**src/rtl/mpeg2_pkg.sv**
```systemverilog
// mpeg2_pkg: MPEG-2 scan tables (raster address per scan position) and zigzag_rle state encodings
package mpeg2_pkg;
  localparam logic [5:0] SCAN_ZIGZAG [0:63] = '{
    6'd0,  6'd1,  6'd8,  6'd16, 6'd9,  6'd2,  6'd3,  6'd10,
    6'd17, 6'd24, 6'd32, 6'd25, 6'd18, 6'd11, 6'd4,  6'd5,
    6'd12, 6'd19, 6'd26, 6'd33, 6'd40, 6'd48, 6'd41, 6'd34,
    6'd27, 6'd20, 6'd13, 6'd6,  6'd7,  6'd14, 6'd21, 6'd28,
    6'd35, 6'd42, 6'd49, 6'd56, 6'd57, 6'd50, 6'd43, 6'd36,
    6'd29, 6'd22, 6'd15, 6'd23, 6'd30, 6'd37, 6'd44, 6'd51,
    6'd58, 6'd59, 6'd52, 6'd45, 6'd38, 6'd31, 6'd39, 6'd46,
    6'd53, 6'd60, 6'd61, 6'd54, 6'd47, 6'd55, 6'd62, 6'd63};
  localparam logic [5:0] SCAN_ALT [0:63] = '{
    6'd0,  6'd8,  6'd16, 6'd24, 6'd1,  6'd9,  6'd2,  6'd10,
    6'd17, 6'd25, 6'd32, 6'd40, 6'd48, 6'd56, 6'd57, 6'd49,
    6'd41, 6'd33, 6'd26, 6'd18, 6'd3,  6'd11, 6'd4,  6'd12,
    6'd19, 6'd27, 6'd34, 6'd42, 6'd50, 6'd58, 6'd35, 6'd43,
    6'd51, 6'd59, 6'd20, 6'd28, 6'd5,  6'd13, 6'd6,  6'd14,
    6'd21, 6'd29, 6'd36, 6'd44, 6'd52, 6'd60, 6'd37, 6'd45,
    6'd53, 6'd61, 6'd22, 6'd30, 6'd7,  6'd15, 6'd23, 6'd31,
    6'd38, 6'd46, 6'd54, 6'd62, 6'd39, 6'd47, 6'd55, 6'd63};
  localparam logic [2:0] ST_IDLE  = 3'd0;
  localparam logic [2:0] ST_PRIME = 3'd1;
  localparam logic [2:0] ST_SCAN  = 3'd2;
  localparam logic [2:0] ST_EOB   = 3'd3;
  localparam logic [2:0] ST_DONE  = 3'd4;
  typedef enum logic [2:0] {
    IDLE  = ST_IDLE,
    PRIME = ST_PRIME,
    SCAN  = ST_SCAN,
    EOB   = ST_EOB,
    DONE  = ST_DONE
  } state_t;
endpackage

```
**src/rtl/scan_lut.sv**
```systemverilog
// scan_lut: scan position idx -> raster address; alt selects alternate scan (1) or zigzag (0)
module scan_lut
  import mpeg2_pkg::*;
(
  input  logic [5:0] idx,
  input  logic       alt,
  output logic [5:0] addr
);
  assign addr = alt ? SCAN_ALT[idx] : SCAN_ZIGZAG[idx];
endmodule

```
**src/rtl/zigzag_rle.sv**
```systemverilog
// zigzag_rle: scan 64 coeffs from sync RAM (raddr/rq), emit (orun,olevel) then EOB on ovalid/oready; rdy/en start
module zigzag_rle
  import mpeg2_pkg::*;
#(
  parameter int DC_SEPARATE = 1,
  parameter int RUN_W       = 6
) (
  input  logic                    clk,
  input  logic                    reset_n,
  output logic                    rdy,
  input  logic                    en,
  input  logic                    alt_scan,
  output logic [5:0]              raddr,
  input  logic signed [15:0]      rq,
  output logic                    ovalid,
  input  logic                    oready,
  output logic [RUN_W-1:0]        orun,
  output logic signed [15:0]      olevel,
  output logic                    oeob
);
  state_t state;
  logic [5:0] idx;
  logic [RUN_W-1:0] run;
  logic alt_q;
  logic hold_v;
  logic signed [15:0] hold_q;
  logic signed [15:0] cur;
  logic [6:0] nxt;
  logic [5:0] lut_idx, lut_addr;
  logic is_zero, slot_free, advance;
  assign cur = hold_v ? hold_q : rq;
  assign is_zero = cur == 16'sd0 && !(DC_SEPARATE != 0 && idx == 6'd0);
  assign slot_free = !ovalid || oready;
  assign advance = is_zero || slot_free;
  assign nxt = {1'b0, idx} + 7'd2;
  assign lut_idx = state == IDLE ? 6'd0 : state == PRIME ? 6'd1 : nxt[6] ? 6'd63 : nxt[5:0];
  scan_lut u_lut (
    .idx  (lut_idx),
    .alt  (state == IDLE ? alt_scan : alt_q),
    .addr (lut_addr)
  );
  always_ff @(posedge clk or negedge reset_n) begin
    if (!reset_n) begin
      state  <= IDLE;
      rdy    <= 1'b1;
      raddr  <= '0;
      ovalid <= 1'b0;
      orun   <= '0;
      olevel <= '0;
      oeob   <= 1'b0;
      idx    <= '0;
      run    <= '0;
      alt_q  <= 1'b0;
      hold_v <= 1'b0;
      hold_q <= '0;
    end else begin
      if (ovalid && oready) ovalid <= 1'b0;
      case (state)
        IDLE: if (en) begin
          alt_q <= alt_scan;
          idx   <= '0;
          run   <= '0;
          raddr <= lut_addr;
          rdy   <= 1'b0;
          state <= PRIME;
        end
        PRIME: begin
          raddr <= lut_addr;
          state <= SCAN;
        end
        SCAN: if (advance) begin
          idx    <= idx + 6'd1;
          raddr  <= lut_addr;
          hold_v <= 1'b0;
          if (is_zero) run <= run + RUN_W'(run != '1);
          else begin
            orun   <= run;
            olevel <= cur;
            oeob   <= 1'b0;
            ovalid <= 1'b1;
            run    <= '0;
          end
          if (idx == 6'd63) state <= EOB;
        end else begin
          hold_v <= 1'b1;
          hold_q <= cur;
        end
        EOB: begin
          raddr <= '0;
          if (slot_free) begin
            oeob   <= 1'b1;
            orun   <= '0;
            olevel <= '0;
            ovalid <= 1'b1;
            state  <= DONE;
          end
        end
        DONE: if (ovalid && oready) begin
          rdy   <= 1'b1;
          state <= IDLE;
        end
        default: state <= IDLE;
      endcase
    end
  end
endmodule

```
**config.mk**
```make
export PLATFORM = sky130hd
export DESIGN_NAME = zigzag_rle
export DESIGN_NICKNAME = d
export VERILOG_FILES = /design/src/rtl/mpeg2_pkg.sv /design/src/rtl/scan_lut.sv /design/src/rtl/zigzag_rle.sv
export SDC_FILE = /design/constraint.sdc
export NUM_CORES = 1
export LEC_CHECK = 0
export BUFFER_PORTS_ARGS = -buffer_cell sky130_fd_sc_hd__buf_4
export CAP_MARGIN = 10
export CORE_MARGIN = 4
export CORE_UTILIZATION = 30
export CTS_CLUSTER_SIZE = 16
export DETAILED_ROUTE_END_ITERATION = 7
export SYNTH_ARGS = -nofsm -noshare
export SYNTH_HDL_FRONTEND = slang
export SYNTH_HIERARCHICAL = 1
export SYNTH_SLANG_ARGS = --single-unit
```
**constraint.sdc**
```tcl
create_clock -name clk -period 5.3 [get_ports clk]
set_clock_uncertainty 0.15 [all_clocks]
set_input_delay 1.59 -clock clk [delete_from_list [all_inputs] [get_ports clk]]
set_output_delay 1.59 -clock clk [all_outputs]
set_load 0.05 [all_outputs]
```
Word-level counts from Yosys, hierarchy flattened:

Memories as Yosys holds them, arrays and structs flattened.
Index checks and enable logic that the tools add are counted.

* add/sub/neg operators: 3
* order comparisons: 1
* equality and inequality tests: 12
* multiplexer cells: 46
* bitwise operators: 2
* reductions and logical operators: 20

Operators by type and width (number)
* two-way mux 6 bit: 17
* two-way mux 16 bit: 4
* one-hot mux 6 bit (2 select lines): 3
* one-hot mux 16 bit (2 select lines): 1
* one-hot mux 6 bit (4 select lines): 1
* zero test 16 bit: 1
* two-way mux 3 bit: 5
* one-hot mux 3 bit (5 select lines): 1
* inequality test 2 bit (second input constant): 6
* two-way mux 1 bit: 11
* AND reduction 3 bit: 3
* adder 6 x 2 -> 7 bit (second input constant): 1
* >= comparator 7 bit (second input constant): 1
* NOT 6 -> 7 bit: 1
* adder 6 x 1 -> 6 bit: 1
* adder 6 x 1 -> 6 bit (second input constant): 1
* == test 3 x 2 -> 1 bit (second input constant): 2
* == test 6 bit (second input constant): 1
* zero test 6 bit: 1
* inequality test 6 bit (second input constant): 1
* one-hot mux 1 bit (2 select lines): 3
* nonzero test 2 bit: 3
* AND reduction 5 bit: 1
* AND reduction 2 bit: 2
* other kinds (9): 12

* register bits after elaboration: 64
* memory bits (read-only): 768
* input bits: 21
* output and inout bits: 31
* memories kept: 2

Memories
* (no name shown): depth 64, width 6, read ports 1, clocked after Yosys merged registers in 0, wr ports 0, line scan_lut.sv:9 `assign addr = alt ? SCAN_ALT[idx] : SCAN_ZIGZAG[idx];`
* (no name shown): depth 64, width 6, read ports 1, clocked after Yosys merged registers in 0, wr ports 0, line scan_lut.sv:9

Longest topological paths before layout:

Gate-level depths: netlist of the first run.

* depth in word-level cells: 11
* mapped depth: 14
* gate-level depth less buffers: 13

By module:

The synthesis of the first run kept the hierarchy.

By module, submodules not included
* zigzag_rle: times used 1, cells each 291, area an instance 3268.1 µm², seq. area each 1602.8 µm²
* scan_lut: times used 1, cells each 148, area an instance 1087.3 µm², seq. area each 0.0 µm²

Least setup slack after synthesis of the first run:

No wires, ideal clock.

* kind: input-to-reg
* start point: input rq[9]
* end point: register olevel[13]
* library setup time: 0.125 ns
* arrival: 3.200 ns
* slack: 1.825 ns
* cell stages on the path: 6
* cells stage by stage: nor4_1 nand2_1 or4_4 a21o_1 nand2_4 mux2_2

* word-level cells in the longest chain between the ends: 6
* elaborated cells on any way between the ends: 7
* those cells by class: eq/ne (2); mux (1); reduce/logical (4)

Ends and longest elaborated chain
* start: declaration: line zigzag_rle.sv:14 `input logic signed [15:0] rq,`
* two-way mux 16 bit *: line zigzag_rle.sv:31 `assign cur = hold_v ? hold_q : rq;`
* zero test 16 bit *: line zigzag_rle.sv:32 `assign is_zero = cur == 16'sd0 && !(DC_SEPARATE != 0 && idx == 6'd0);`
* logical AND 1 bit *: line zigzag_rle.sv:32
* logical OR 1 bit: line zigzag_rle.sv:34 `assign advance = is_zero || slot_free;`
* inequality test 2 bit (no source line)
* AND reduction 4 bit (no source line) *
* end signal: assignment: line zigzag_rle.sv:78 `olevel <= cur;`
* end: declaration: line zigzag_rle.sv:18 `output logic signed [15:0] olevel,`

Every way passes the cells marked *; elsewhere a longest branch is shown, timed or not.
A chain may end at the register's enable or synchronous reset.

Worst setup path in the final report of the first run:

* start point: register idx[3]
* end point: register raddr[4]

* word-level cells in the longest chain between the ends: 11
* elaborated cells on any way between the ends: 21
* those cells by class: add/sub (1); eq/ne (1); mux (11); bitwise (1); reduce/logical (5); memory (2)

Ends and longest elaborated chain
* start: declaration: line zigzag_rle.sv:22 `logic [5:0] idx;`
* start signal: assignment: line zigzag_rle.sv:72 `idx <= idx + 6'd1;`
* adder 6 x 2 -> 7 bit *: line zigzag_rle.sv:35 `assign nxt = {1'b0, idx} + 7'd2;`
* two-way mux 6 bit * (3 in a row): line zigzag_rle.sv:36 `assign lut_idx = state == IDLE ? 6'd0 : state == PRIME ? 6'd1 : nxt[6] ? 6'd63 : nxt[5:0];`
* net lut_idx[1]: line zigzag_rle.sv:29 `logic [5:0] lut_idx, lut_addr;`
* NOT 6 -> 7 bit (implied by the code) *: line scan_lut.sv:9
* memory (64 x 6 bit)
* two-way mux 6 bit (implied by the code) (2 in a row): line scan_lut.sv:9
* two-way mux 6 bit *: line scan_lut.sv:9
* net lut_addr[4]: line zigzag_rle.sv:29
* two-way mux 6 bit, on equally long branches: line zigzag_rle.sv:71, zigzag_rle.sv:59
* one-hot mux 6 bit (4 select lines) *: line zigzag_rle.sv:58 `case (state)`
* end signal: assignment: line zigzag_rle.sv:63 `raddr <= lut_addr;`
* end signal: assignment: line zigzag_rle.sv:68 `raddr <= lut_addr;`
* end signal: assignment: line zigzag_rle.sv:73 `raddr <= lut_addr;`
* end: declaration: line zigzag_rle.sv:13 `output logic [5:0] raddr,`

Mark *: on every way through the listed nets, which the timed path passes. The rest lies on a longest branch. The select of a mux whose other input is x is not followed.

==> results of run 1 <==
-- power by group through the flow --
| stage | Clock (mW) | Sequential [mW] | Combinational, mW |
|---|---|---|---|
| after detailed placement | 0 | 0.871 | 1.97 |
| after global routing | 0.618 | 0.894 | 2.18 |
| after floorplan | 0 | 1.05 | 1.31 |
| final | 0.579 | 0.864 | 1.98 |
| after CTS | 0.596 | 0.865 | 1.99 |
| after global placement | 0 | 0.865 | 1.94 |
-- layout make-up --
cell class	count	area share, %
Tap cell	180	4.36
Clock inverter	7	1.41
Clock buffer	9	4.36
Multi-Input combinational cell	338	49.7
Inverter	11	0.800
Timing Repair Buffer	57	8.29
Sequential cell	64	31.0
-- registers in the layout (all words and copies together) (netlist names) --
name	count
alt_q	1
hold_q	16
hold_v	1
idx	6
oeob	1
olevel	16
orun	6
ovalid	1
raddr	6
rdy	1
run	6
state	3
-- synth_stat cells, drive strengths merged, types with 4 or more instances --
cell and count:
nor4 10, nand2b 6, nand4 8, o21ai 16
inv 11, a32oi 4, ha 21, o211ai 8
a211oi 8, nor3 10, nand3 9, or2 4
clkbuf 8, a32o 8, dfrtp 63, nand2 48
buf 18, mux2i 18, a21oi 28, and3 5
nor2 25, mux2 22, nor2b 7, o2bb2ai 15
mux4 4
-- stage by stage --
step           hold WS (ps)  worst slack (ps)  total power, mW
4_1_cts                 345              1510             3.45
3_3_place_gp            329              1330             2.81
5_1_grt                 361              1200             3.69
2_1_floorplan           325              1830             2.36
3_5_place_dp            329              1290             2.84
6_report                339              1500             3.43
-- how the worst max path moves through the flow --
stage | endpoint | startpoint
6_report | raddr[4] | idx[3]
5_1_grt | raddr[4] | idx[3]
4_1_cts | raddr[3] | idx[3]
3_5_place_dp | orun[0] | rq[9]
3_3_place_gp | orun[0] | rq[9]
2_1_floorplan | olevel[13] | rq[9]
-- layer usage --
| layer | vias to the layer above | part of all wire, % | routed length [µm] | GRT usage (%) |
|---|---|---|---|---|
| met5 | - | 0 | 0 | 0 |
| met4 | 0 | 1.1 | 127 | 5.00 |
| met3 | 12 | 4.7 | 532 | 2.70 |
| met2 | 93 | 47 | 5310 | 22.0 |
| met1 | 1764 | 47 | 5320 | 19.5 |
| li1 | 1765 | - | - | - |
-- worst max-delay path, delay by kind of cell (launching register included) --
kind / cells / cell delay, ps
AOI/OAI and AO/OA: 5 / 1130
and+or+nand+nor: 3 / 580
buffers and inverters: 2 / 450
adders and majority gates: 1 / 460
muxes: 1 / 500
DFF: 1 / 440
-- cells by family (layout without fill, tap and decap cells) --
family                     after synthesis  count (layout)  synth area share, %
muxes                                   44              44                 12.8
AOI/OAI and AO/OA                      122             122                 21.0
DFF                                     64              64                 36.8
xor gates and xnor gates                 5               5                 1.01
adders and majority gates               21              21                 6.03
and+or+nand+nor                        146             146                 17.8
buffers and inverters                   37              84                 4.60
==> flow_metrics.py, run 1 <==
metrics = {
    "clock_tree": {
        "tritoncts": "yes",
        "cts_hold_buf": 0,
        "cts_resized": 0,
        "clock_sinks": 64,
        "cts_max_level": 3,
        "cts_setup_buffers": 0,
        "clk_path_buf_depth": 2,
        "cts.clk_slew.worst_paths_ps": 60,
        "cts-root-buf": "clkbuf_16",
        "numCtsBuffers": 9,
        "insertion_delay_ps": 330,
    },
    "synthesis": {
        "ys.flop_type": "dfrtp_1",
        "netlist_area_um2": 4360,
        "synth_area_per_cell_um2": 9.92,
        "synth_edf_count": 0,
        "synth_top_area_share_pct": 36.2,
        "ys_seq_elements": 64,
        "synth_top_area_cell": "dfrtp_1",
        "yosys.cell_types.count": 72,
        "ys_seq_area_share_pct": 36.8,
        "synth_nets": 481,
        "async_flop_share_pct": 100,
        "ys_warn_count": 6,
        "synth_cells": 439,
        "yosys-top-cells-area": "dfrtp_1 36%, ha_1 6.0%, mux2i_1 4.1%, nand2_1 4.1%, mux2_4 3.4%",
    },
    "drt": {
        "drt_iter0_drc": 261,
        "num_vias": 3634,
        "avgRoutedWirePerCell_um": 16.9,
        "wl_mm": 11.3,
        "detail-route-antenna-nets": 0,
        "firstDrtPassIters": 4,
        "route.detailed.drc": 0,
        "viasPerCell": 5.46,
    },
    "floorplan": {
        "fp.dieH_um": 128,
        "die_w_um": 128,
        "dieArea_um2": 16500,
        "start_util_pct": 31.0,
        "coreArea_um2": 14000,
        "num_rows": 43,
        "boundaryPins": 52,
    },
    "placement": {
        "dp_cells": 650,
        "portBuffers": 51,
        "gp_congestion": 0.848,
        "dp.final_hpwl_mm": 7.80,
        "placed_area_um2": 4860,
    },
    "power_and_ir_drop": {
        "intPower_mw": 1.80,
        "swShare_pct": 47.6,
        "p_leak_nw": 2.18,
        "ir_drop_mv": 0.295,
        "comb_power_share_pct": 57.9,
        "clkPwrFrac_pct": 16.9,
        "switchingPower_mw": 1.63,
        "power_density_nw_per_um2": 664,
        "seqPwrFrac_pct": 25.2,
    },
    "global_route": {
        "grt_max_degree": 65,
        "grt_overflow": 0,
        "grt_pass1_wl_mm": 19.1,
        "grt_pass1_vias": 3686,
        "grt_usage_pct": 14.1,
        "antenna_found_initial": 0,
    },
    "finish": {
        "multi_input_area_um2": 2570,
        "syn_to_final_growth_pct": 18.5,
        "diodes": 0,
        "fill_cells": 1389,
        "final_nets": 523,
        "final_cell_mix": "63 x dfrtp_1, 57 x buf_4, 47 x nand2_1, 26 x a21oi_1, 24 x nor2_1",
        "finish.instance_area_um2": 5160,
        "final_cells": 666,
        "seqCellArea_um2": 1600,
        "mostFrequentLayoutCell": "dfrtp_1",
        "final_util_pct": 36.8,
        "drive_gt1_share_pct": 24.5,
    },
    "critical_path": {
        "cp.arrival_ps": 3890,
        "crit_required_ps": 5390,
        "rr_startpoint": "idx[3]",
        "cp-end-kind": "flip-flop",
        "path_cells": "and2_1, and3_1, o22a_1, inv_1, ha_1, inv_1, o21ai_0, o21ai_0, mux4_2, o21ai_1, nand4_1, o211ai_1",
        "r2r_slack_ps": 1500,
        "critPathKind": "reg2reg",
        "crit_path_top_delay_cell": "o22a_1",
        "r2r_end": "raddr[4]",
        "cp_max_fo": 12,
        "cp_slowest_stage_delay_ps": 530,
        "cp-start-kind": "flip-flop",
        "ff2ff_path_depth": 12,
    },
    "timing": {
        "fin_setup_tns_ps": 0,
        "setup_viol": 0,
        "max_freq_ghz": 0.263,
        "slew_headroom_pct": 22.6,
        "finalCriticalPeriod_ps": 3800,
        "rsz0062_at_grt": "no",
        "drv_slew": 0,
        "worst_pin_slew_ps": 1160,
        "period_share_pct": 71.7,
        "hold_viol": 0,
    },
    "min_path": {
        "whs_path_depth": 1,
        "min_path_type": "reg2reg",
        "hold_path_startpoint": "olevel[6]",
        "min_to": "olevel[6]",
    },
    "status": {
        "status": "finished, final reports clean",
    },
    "flow_run": {
        "maxCapViolations": 0,
    },
}
Power figures use the tool's default switching activity.
==> inputs of run 2 (changes only) <==
==> constraint.sdc (replaced) <==
create_clock -name clk -period 3.3 [get_ports clk]
set_clock_uncertainty 0.15 [all_clocks]
set_input_delay 0.99 -clock clk [delete_from_list [all_inputs] [get_ports clk]]
set_output_delay 0.99 -clock clk [all_outputs]
set_load 0.05 [all_outputs]
==> run 2 against run 1 <==
Effect of this change:
- clock power up 78%
- largest cell class unchanged
- register-to-register slack worse by 1300 ps
- maximum frequency up 24%
==> flow_metrics.py, run 2 (synthesis results as in run 1) <==
metrics = {
    "floorplan": {
        "start_util_pct": 31.0,
        "num_rows": 43,
        "coreArea_um2": 14000,
        "fp.dieH_um": 128,
        "die_w_um": 128,
        "dieArea_um2": 16500,
        "boundaryPins": 52,
    },
    "critical_path": {
        "r2r_end": "raddr[3]",
        "rr_startpoint": "idx[2]",
        "cp_num_cells": 12,
        "crit_start": "idx[2]",
        "path_buf_inv": 2,
        "crit_end": "raddr[3]",
        "ff2ff_path_depth": 12,
        "critPathKind": "reg2reg",
        "cp-start-kind": "flip-flop",
        "crit_required_ps": 3340,
        "cp.arrival_ps": 3110,
        "cp_slowest_stage_delay_ps": 500,
        "crit_path_top_delay_cell": "mux4_2",
        "r2r_slack_ps": 240,
        "cp_max_fo": 8,
        "path_cells": "and2_1, and3_1, nand2_1, a21oi_2, inv_1, buf_4, ha_1, mux4_2, a2111oi_4, nor3_2, nand4_1, o211ai_1",
        "critPathTopFamily": "simple AND/OR/NAND/NOR gates",
        "cp-end-kind": "flip-flop",
    },
    "placement": {
        "placed_area_um2": 5020,
        "portBuffers": 51,
        "gp_congestion": 0.861,
        "dp.final_hpwl_mm": 8.19,
    },
    "timing": {
        "worst_pin_slew_ps": 813,
        "fin_setup_tns_ps": 0,
        "slew_headroom_pct": 45.8,
        "hold_viol": 0,
        "finalCriticalPeriod_ps": 3060,
        "setup_viol": 0,
        "period_share_pct": 92.9,
        "max_freq_ghz": 0.326,
        "rsz0062_at_grt": "no",
        "drv_slew": 0,
    },
    "power_and_ir_drop": {
        "p_leak_nw": 2.29,
        "ir_drop_mv": 0.623,
        "power_density_nw_per_um2": 1090,
    },
    "clock_tree": {
        "insertion_delay_ps": 330,
        "cts.clk_slew.worst_paths_ps": 50,
        "tritoncts": "yes",
        "numCtsBuffers": 9,
        "clock_sinks": 64,
        "clk_path_buf_depth": 2,
        "cts_setup_buffers": 0,
        "cts-root-buf": "clkbuf_16",
        "cts_max_level": 3,
    },
    "global_route": {
        "grt_overflow": 0,
        "grt_usage_pct": 14.2,
        "grt_pass1_vias": 3722,
        "grt_max_degree": 65,
        "busiest_layer": "met2",
        "gr-usage-met3_pct": 1.99,
        "grt_pass1_wl_mm": 19.2,
        "met1_usage_pct": 20.2,
        "antenna_found_initial": 0,
        "use_met2_pct": 22.5,
    },
    "finish": {
        "final_nets": 540,
        "fill_cells": 1389,
        "multi_input_area_um2": 2580,
        "syn_to_final_growth_pct": 23.0,
        "top_regs": "hold_q x16, olevel x16",
        "drive_gt1_share_pct": 27.0,
        "mostFrequentLayoutCell": "buf_4",
        "final_cell_mix": "72 x buf_4, 63 x dfrtp_1, 47 x nand2_1, 25 x a21oi_1, 24 x nor2_1",
        "seqCellArea_um2": 1600,
        "diodes": 0,
        "finish.instance_area_um2": 5360,
    },
    "drt": {
        "drt_iter0_drc": 298,
        "firstDrtPassIters": 4,
        "avgRoutedWirePerCell_um": 16.7,
        "route.detailed.drc": 0,
        "viasPerCell": 5.43,
        "detail-route-antenna-nets": 0,
        "num_vias": 3708,
        "wl_mm": 11.4,
    },
    "min_path": {
        "min_path_type": "reg2reg",
        "hold_path_startpoint": "olevel[8]",
    },
    "flow_run": {
        "maxCapViolations": 0,
    },
    "status": {
        "status": "finished, final reports clean",
    },
}
## run 2: cell types whose count changed in the layout (fill, tap and decap cells not counted), sizes merged
cell,before,now
buf,57,74
clkbuf,9,13
clkinv,4,1
bufinv,1,2
clkinvlp,2,0
## run 2: what timing repair did
action | 4_1_cts | 5_1_grt
gates resized for setup | 0 | 2
setup endpoints to repair | 0 | 2
hold buffers | 0 | 0
## run 2: power breakdown
part | switching (mW) | internal, mW
Combinational | 2.07 | 1.41
Clock | 0.328 | 0.701
Sequential | 0.252 | 1.07
## run 2: worst min path at each step
stage               slack [ps]  depth (start not counted)         end
detailed placement         320                          1  olevel[11]
global placement           320                          1  olevel[15]
global route               350                          1   olevel[6]
CTS                        340                          1   olevel[8]
finish                     340                          1   olevel[8]
floorplan                  330                          1       alt_q
## run 2: worst register-to-register path: stages, from the launching register on
cell,delay [ps]
dfrtp_1,410
and2_1,200
and3_1,240
nand2_1,110
a21oi_2,170
inv_1,100
buf_4,180
ha_1,240
mux4_2,500
a2111oi_4,370
nor3_2,80
nand4_1,90
o211ai_1,100
## run 2: metal layers
metal,share of wire (%),vias up
li1,-,1786
met1,46,1817
met2,48,92
met3,3.7,13
met4,1.5,0
met5,0,-
## run 2: final cells by class
class                      instances  area share [%]
timing repair buffer              74            10.8
tap                              180            4.20
sequential                        64            29.9
multi-input combinational        338            48.2
clock buffer                      13            4.86
clock inverter                     3            1.21
inverter                          11           0.770
## run 2: per-stage QoR
stage,hold WS (ps),utilization (%),cells,total power [mW],worst slack (ps)
global route,350,38.2,683,6.28,37.9
CTS,343,38.0,683,5.83,184
global placement,325,35.7,667,4.69,158
floorplan,325,-,439,3.78,85.5
detailed placement,325,35.7,667,4.77,91.3
finish,337,38.2,683,5.83,236
==> inputs of run 3 (changes only) <==
--- a/config.mk
+++ b/config.mk
@@ -7,10 +7,14 @@
 export LEC_CHECK = 0
 export BUFFER_PORTS_ARGS = -buffer_cell sky130_fd_sc_hd__buf_4
 export CAP_MARGIN = 10
+export CELL_PAD_IN_SITES_DETAIL_PLACEMENT = 1
+export CELL_PAD_IN_SITES_GLOBAL_PLACEMENT = 1
 export CORE_MARGIN = 4
 export CORE_UTILIZATION = 30
 export CTS_CLUSTER_SIZE = 16
 export DETAILED_ROUTE_END_ITERATION = 7
+export GPL_ROUTABILITY_DRIVEN = 0
+export PLACE_DENSITY_LB_ADDON = 0.1
 export SYNTH_ARGS = -nofsm -noshare
 export SYNTH_HDL_FRONTEND = slang
 export SYNTH_HIERARCHICAL = 1
==> run 3 against run 2 <==
Effect of this change:
- final cell count up 2.0%
- non-clock buffer count up 14
- combinational power up 5%
- cell area up 0.86%
- core utilization up 0.33 points
- critical path type unchanged
- largest cell class unchanged
==> flow_metrics.py, run 3 (synthesis results as in run 1) <==
metrics = {
    "status": {
        "status": "finished, final reports clean",
    },
    "global_route": {
        "grt_overflow": 0,
        "grt_usage_pct": 16.5,
        "grt_pass1_wl_mm": 21.9,
        "grt_pass1_vias": 4000,
        "antenna_found_initial": 0,
        "grt_max_degree": 65,
    },
    "finish": {
        "top_regs": "hold_q x16, olevel x16",
        "mostFrequentLayoutCell": "buf_4",
        "syn_to_final_growth_pct": 24.1,
        "final_cell_mix": "87 x buf_4, 63 x dfrtp_1, 47 x nand2_1, 26 x a21oi_1, 24 x nor2_1",
        "drive_gt1_share_pct": 28.0,
        "finish.instance_area_um2": 5410,
        "final_nets": 554,
        "diodes": 0,
        "final_cells": 697,
    },
    "critical_path": {
        "crit_required_ps": 3400,
        "ff2ff_path_depth": 12,
        "cp-start-kind": "flip-flop",
        "cp_max_fo": 4,
        "cp.arrival_ps": 3150,
        "critPathKind": "reg2reg",
        "r2r_slack_ps": 250,
        "cp-end-kind": "flip-flop",
        "r2r_end": "raddr[3]",
        "rr_startpoint": "idx[3]",
    },
    "power_and_ir_drop": {
        "p_leak_nw": 2.33,
        "power_density_nw_per_um2": 1090,
        "comb_power_share_pct": 62.0,
        "intPower_mw": 3.13,
        "p_total_mw": 5.90,
        "clkPwrFrac_pct": 15.9,
        "ir_drop_mv": 0.417,
        "seqPwrFrac_pct": 22.1,
        "switchingPower_mw": 2.76,
        "swShare_pct": 46.9,
    },
    "placement": {
        "placed_area_um2": 5110,
        "dp.final_hpwl_mm": 9.75,
        "portBuffers": 51,
        "dp_cells": 681,
    },
    "floorplan": {
        "die_w_um": 128,
        "start_util_pct": 31.0,
        "fp.dieH_um": 128,
        "dieArea_um2": 16500,
        "num_rows": 43,
        "coreArea_um2": 14000,
        "boundaryPins": 52,
    },
    "timing": {
        "hold_viol": 0,
        "setup_viol": 0,
        "slew_headroom_pct": 43.7,
        "drv_slew": 0,
        "worst_pin_slew_ps": 845,
        "period_share_pct": 92.5,
        "fin_setup_tns_ps": 0,
        "max_freq_ghz": 0.328,
        "rsz0062_at_grt": "no",
        "finalCriticalPeriod_ps": 3050,
    },
    "clock_tree": {
        "cts_hold_buf": 0,
        "insertion_delay_ps": 330,
        "cts-root-buf": "clkbuf_16",
        "tritoncts": "yes",
        "cts_max_level": 3,
        "cts_setup_buffers": 0,
        "clock_sinks": 64,
        "cts_resized": 0,
        "numCtsBuffers": 9,
        "clk_path_buf_depth": 2,
        "cts.clk_slew.worst_paths_ps": 50,
    },
    "min_path": {
        "min_path_type": "reg2reg",
        "min_to": "olevel[10]",
        "hold_path_startpoint": "olevel[10]",
        "whs_path_depth": 1,
    },
    "drt": {
        "firstDrtPassIters": 4,
        "drt_iter0_drc": 207,
        "detail-route-antenna-nets": 0,
        "viasPerCell": 5.44,
        "num_vias": 3790,
        "avgRoutedWirePerCell_um": 18.8,
        "wl_mm": 13.1,
        "route.detailed.drc": 0,
    },
    "flow_run": {
        "maxCapViolations": 0,
    },
}
==> run 3: final cells by class <==
type | count | area, µm²
fillers | 1590 | 8640
clock buffers | 15 | 258
clock inverters | 1 | 30.0
repair buffers | 88 | 673
flip-flops and latches | 64 | 1600
well taps | 180 | 225
multi-input cells | 338 | 2570
inverters | 11 | 41.3
==> run 3: worst max-delay path: stages (launching register included) <==
cell,delay (ps)
dfrtp_1,340
and2_1,140
and3_1,190
nand2_1,110
a21oi_1,220
inv_1,100
ha_1,350
inv_1,100
mux4_2,460
o311a_1,320
nor3_2,240
nand4_1,130
o211ai_1,110
==> run 3: how the worst max path moves through the flow <==
stage,startpoint,end,slack (ps),depth (start not counted)
final,idx[3],raddr[3],250,12
after global routing,idx[2],raddr[3],20,15
after CTS,idx[2],raddr[0],50,11
after detailed placement,rq[9],olevel[0],-20,8
after global placement,rq[9],olevel[11],60,8
after floorplan,idx[3],raddr[3],90,12
==> run 3: metrics by stage <==
step / hold slack, ps / utilization, % / setup slack [ps]
3_5_place_dp: 326 / 36.4 / -21.2
2_1_floorplan: 325 / - / 85.5
3_3_place_gp: 322 / 36.4 / 59.6
6_report: 337 / 38.5 / 248
4_1_cts: 346 / 38.4 / 51.7
5_1_grt: 359 / 38.5 / 22.2
==> run 3: power groups by stage <==
| stage | Combinational (mW) | Sequential [mW] | Clock [mW] |
|---|---|---|---|
| floorplan | 2.10 | 1.68 | 0 |
| global placement | 3.63 | 1.30 | 0 |
| detailed placement | 3.69 | 1.30 | 0 |
| CTS | 3.70 | 1.30 | 0.968 |
| global route | 3.99 | 1.34 | 1.02 |
| finish | 3.66 | 1.30 | 0.939 |
==> run 3: layer usage <==
layer,global-route usage (%),up-vias,share of wire [%]
li1,-,1823,-
met1,23.4,1910,50
met4,3.15,0,0.50
met3,3.61,8,2.8
met2,26.3,49,47
met5,0,-,0
